$ cat config.mk
export PLATFORM = sky130hd
export DESIGN_NAME = regfile_mp
export DESIGN_NICKNAME = d
export VERILOG_FILES = /design/src/rtl/regfile_pkg.sv /design/src/rtl/regfile_scoreboard.sv /design/src/rtl/regfile_mp.sv
export SDC_FILE = /design/constraint.sdc
export NUM_CORES = 2
export LEC_CHECK = 0
export ABC_CLOCK_PERIOD_IN_PS = 2200
export CAP_MARGIN = 20
export CORE_MARGIN = 2
export CORE_UTILIZATION = 25
export CTS_CLUSTER_SIZE = 10
export DETAILED_ROUTE_END_ITERATION = 8
export MAX_ROUTING_LAYER = met4
export PLACE_DENSITY = 0.51
export SLEW_MARGIN = 20
export SYNTH_ARGS = -nofsm -noshare
export SYNTH_HDL_FRONTEND = slang
export SYNTH_SLANG_ARGS = --single-unit
$ cat constraint.sdc
create_clock -name Clk -period 2.2 [get_ports Clk]
set_input_delay 0.33 -clock Clk [delete_from_list [all_inputs] [get_ports Clk]]
set_output_delay 0.33 -clock Clk [all_outputs]
set_load 0.1 [all_outputs]
$ cat src/rtl/regfile_pkg.sv
// rtl/regfile_pkg.sv - shared defaults, types and constants for the multi-port register file
package regfile_pkg;

  localparam int XLEN_DEF  = 32;
  localparam int NREGS_DEF = 32;
  localparam int AW_DEF    = $clog2(NREGS_DEF);

  typedef logic [AW_DEF-1:0]   reg_addr_t;
  typedef logic [XLEN_DEF-1:0] reg_data_t;

  localparam int unsigned REG_ZERO = 0;

endpackage

$ cat src/rtl/regfile_scoreboard.sv
// rtl/regfile_scoreboard.sv - per-register busy bits with flush > issue > writeback priority
module regfile_scoreboard
  import regfile_pkg::*;
#(
  parameter int NREGS = NREGS_DEF,
  parameter int AW    = $clog2(NREGS)
) (
  input  logic             clk,
  input  logic             rst_n,
  input  logic             issue_en,
  input  logic [AW-1:0]    issue_reg,
  input  logic             wb_en,
  input  logic [AW-1:0]    wb_reg,
  input  logic             flush,
  output logic [NREGS-1:0] busy,
  output logic             any_busy
);

  logic [NREGS-1:0] busy_q;
  logic [NREGS-1:0] busy_d;

  always_comb begin
    busy_d = busy_q;
    if (flush) begin
      busy_d = '0;
    end else begin
      // issue applied after writeback so the newer producer keeps the register
      if (wb_en && (wb_reg != AW'(REG_ZERO)))
        busy_d[wb_reg] = 1'b0;
      if (issue_en && (issue_reg != AW'(REG_ZERO)))
        busy_d[issue_reg] = 1'b1;
    end
    busy_d[0] = 1'b0;
  end

  always_ff @(posedge clk or negedge rst_n) begin
    if (!rst_n)
      busy_q <= '0;
    else
      busy_q <= busy_d;
  end

  assign busy     = busy_q;
  assign any_busy = |busy_q;

endmodule

$ cat src/rtl/regfile_mp.sv
// rtl/regfile_mp.sv - NUM_RD-read / 1-write register file with x0 hardwired and busy scoreboard
// Optional write-to-read forwarding when REGFILE_BYPASS_EN is defined.
module regfile_mp
  import regfile_pkg::*;
#(
  parameter int  XLEN   = XLEN_DEF,
  parameter int  NREGS  = NREGS_DEF,
  parameter int  NUM_RD = 2,
  localparam int AW     = $clog2(NREGS)
) (
  input  logic                     Clk,
  input  logic                     Rst,
  input  logic [NUM_RD*AW-1:0]     rdAddr,
  output logic [NUM_RD*XLEN-1:0]   rdData,
  output logic [NUM_RD-1:0]        rdBusy,
  input  logic                     regWen,
  input  logic [AW-1:0]            writeReg,
  input  logic [XLEN-1:0]          writeData,
  input  logic                     issueEn,
  input  logic [AW-1:0]            issueReg,
  input  logic                     flush,
  output logic                     anyBusy
);

  logic [XLEN-1:0]  regs_q [NREGS];
  logic [XLEN-1:0]  regs_d [NREGS];
  logic [NREGS-1:0] busy;
  logic             wr_hit;

  assign wr_hit = regWen && (writeReg != AW'(REG_ZERO));

  always_comb begin
    regs_d = regs_q;
    if (wr_hit)
      regs_d[writeReg] = writeData;
  end

  always_ff @(posedge Clk or negedge Rst) begin
    if (!Rst) begin
      for (int i = 0; i < NREGS; i++)
        regs_q[i] <= '0;
    end else begin
      regs_q <= regs_d;
    end
  end

  regfile_scoreboard #(
    .NREGS (NREGS),
    .AW    (AW)
  ) u_scoreboard (
    .clk       (Clk),
    .rst_n     (Rst),
    .issue_en  (issueEn),
    .issue_reg (issueReg),
    .wb_en     (regWen),
    .wb_reg    (writeReg),
    .flush     (flush),
    .busy      (busy),
    .any_busy  (anyBusy)
  );

  for (genvar gi = 0; gi < NUM_RD; gi++) begin : g_rd
    logic [AW-1:0] addr;
    logic          addr_nz;

    assign addr    = rdAddr[gi*AW +: AW];
    assign addr_nz = (addr != AW'(REG_ZERO));

`ifdef REGFILE_BYPASS_EN
    logic fwd;
    // wr_hit already excludes x0, so a forward never targets address 0
    assign fwd = wr_hit && (writeReg == addr);
    assign rdData[gi*XLEN +: XLEN] = fwd ? writeData : (addr_nz ? regs_q[addr] : '0);
    assign rdBusy[gi]              = addr_nz && !fwd && busy[addr];
`else
    assign rdData[gi*XLEN +: XLEN] = addr_nz ? regs_q[addr] : '0;
    assign rdBusy[gi]              = addr_nz && busy[addr];
`endif
  end

endmodule

==> metrics.txt <==
Starting Density=between 20% and 30%; Num CTS Buffers=134; initial antenna violation count=8; number of global-route vias before repair=approximately 40000; peak supply drop=about 440 uV; setup TNS=-45200 ps; Post-synth EDFFs=0; final core utilization=33.6%; Nets=between 4000 and 5000; Ports=between 100 and 150; Core Area=224000 um2; post-synth top area share=about 47%; Final ANT Viol Nets=0; Worst Tran Pin Value=~740 ps; largest net degree at the start of global routing=101; Detailed Route WL=209000 um; number of max-cap violations=0; post-synthesis cell type count=46; count leader, synth=dfrtp_1; Worst Hold Class=input pin to async pin; CTS tree=yes; status=finished, violations left; Die Ht=around 480 um; flops & latches, synth=1055; Clk pin slew, worst setup/hold paths=60 ps; Req. time, crit path=roughly 1900 ps; Sinks on Clock Net=1055; FF/Latch Area=26400 um2; violated checks=negative setup slack; fmax=~330 MHz; crit-path max FO=2; Synth Cell Area=56300 um2; Pins Over Slew Limit=0; Die W=479 um; layout cells sized above 1=65.4%; DP HPWL=141000 um; Synth top cells by count=1055 x dfrtp_1, 1054 x mux2_2, 494 x mux4_2; initial DRC count=2829; total grt overflow=0; unrepaired setup endpoints after global routing=yes; DR vias/cell=5.14; Synth area leader=dfrtp_1; yosys warns=0; top cells by area, synth=dfrtp_1 47%, mux2_2 21%, mux4_2 20%, mux2i_1 3.5%, clkbuf_1 1.5%; Detailed Routing Iterations Pass 1=8; WP data arrival=2720 ps; Synth Flop Type=dfrtp_1; GRT Total Usage=a little under a fifth; sequential share of the synthesized area=46.9%; Slew headroom=50.7%; Setup WS post-layout=-852 ps; via count=roughly 38000; Port Buf Inserts=123; CTS H-tree lvls=4; crit path launch type=flop; CTS root buf=clkbuf_16; Residual DRC=0; power per standard cell area=864 nW/um2; Setup CP Type=flop to output pin; RePlAce Congestion=0.881; Mapped Cells=~3700; Clock Skews=0 ps; syn nets=3709; fin crit period=3050 ps; Hold WS=96.9 ps; clk buf depth=3; fraction of registers with async set/reset=100%; die area=229000 um2; wire length per cell=28.2 um; Pleak=32.3 nW; footprint of the multi-input gates=30000 um2; Mean Syn Cell Area=around 15 um2; Worst-Skew Late Latency=between 700 and 800 ps; global-route wire length before repair=303000 um; period utilisation layout=139%; final hold violation count=0; Crit. End Element=output pin; filler instances=21600; Final Setup Violations=67; Core Rows=roughly 170; area grow syn2layout=33.7%
[sequential cells by signal, summed over array words and instances (netlist names)]
signal / count
u_scoreboard.busy: 31
regs_q: 1024
[per-layer routing]
layer | vias up | wire [um] | GRT usage [%]
met1 | 20900 | 94200 | 25.1
met2 | 1118 | 98900 | 29.0
met5 | - | 0 | -
met3 | 346 | 9270 | 2.61
li1 | 15700 | - | -
met4 | 0 | 6780 | 5.71
[final cells by class]
class / count / share of cell area [%]
inverter: 3 / 0.0315
antenna: 6 / 0.0199
sequential: 1055 / 35.0
clock inverter: 25 / 0.438
multi-input combinational: 2157 / 39.8
timing repair buffer: 979 / 14.8
tap: 2992 / 4.97
clock buffer: 194 / 4.99
[final timing paths]
check,end,depth (start not counted),slack (ps),startpoint
min,regs_q[567],2,100,Rst
max,rdData[25],6,-850,regs_q[121]
min reg2reg,regs_q[1022],0,380,regs_q[1022]
max reg2reg,regs_q[39],3,1180,regs_q[39]
max in group asynchronous,regs_q[745],3,1130,Rst
min in group Clk,regs_q[1022],0,380,regs_q[1022]
[cells by family (layout without fill, tap and decap cells)]
family          after synthesis  count (layout)  share of synthesized area, %
simple gates                146             146                          1.37
other cells                   0               6                             0
mux                        1746            1746                          44.3
compound gates              265             265                          3.61
buf+inv                     440            1201                          3.84
flops                      1055            1055                          46.9
[worst max-delay path, cell delays in order, from the launching register on]
cell and delay (ps):
dfrtp_1 390, mux4_2 470, mux2_4 300, a221oi_4 350, buf_4 180, a221oi_4 40
buf_12 180
[stage by stage]
| stage | instance area [um2] | std cells | setup WS (ps) | power, mW |
|---|---|---|---|---|
| floorplan | 57800 | 3652 | -266 | 36.1 |
| global placement | 69700 | 7122 | -1230 | 43.2 |
| detailed placement | 69700 | 7122 | -1190 | 43.4 |
| CTS | 75000 | 7394 | -925 | 65.5 |
| global route | 75400 | 7410 | -950 | 67.8 |
| finish | 75400 | 7411 | -852 | 65.1 |
[power breakdown]
part | internal (mW) | switching (mW)
logic | 10.4 | 8.06
clock network | 12.1 | 8.95
registers | 23.0 | 2.57
[placed cells by master, fill, tap and decap left out, drive strengths merged, types with 2 or more instances in the layout]
master         instances
a22oi                 53
nor4                   9
nor2b                  9
mux2                1057
clkdlybuf4s50         45
a221o                 33
nand2                 42
dfrtp               1055
nor3                   2
clkinv                16
and2                   8
buf                  930
nand3                  4
and3b                  6
diode                  6
mux4                 494
bufinv                 2
nand2b                 9
o21ai                 36
a21oi                 12
a31oi                 33
clkbuf               194
a221oi                93
nand3b                 3
mux2i                195
inv                    9
nor3b                  9
nor2                  32
and3                   8
[what timing repair did]
item / in CTS / in global routing
buffers inserted: 63 / 23
endpoints found under the hold margin: 564 / 0
setup endpoints to repair: 67 / 67
hold buffers: 1 / 0
pin swaps: 89 / 32
cloned: 1 / 0
gates resized for setup: 159 / 54
(Power assumes the default switching activity.)
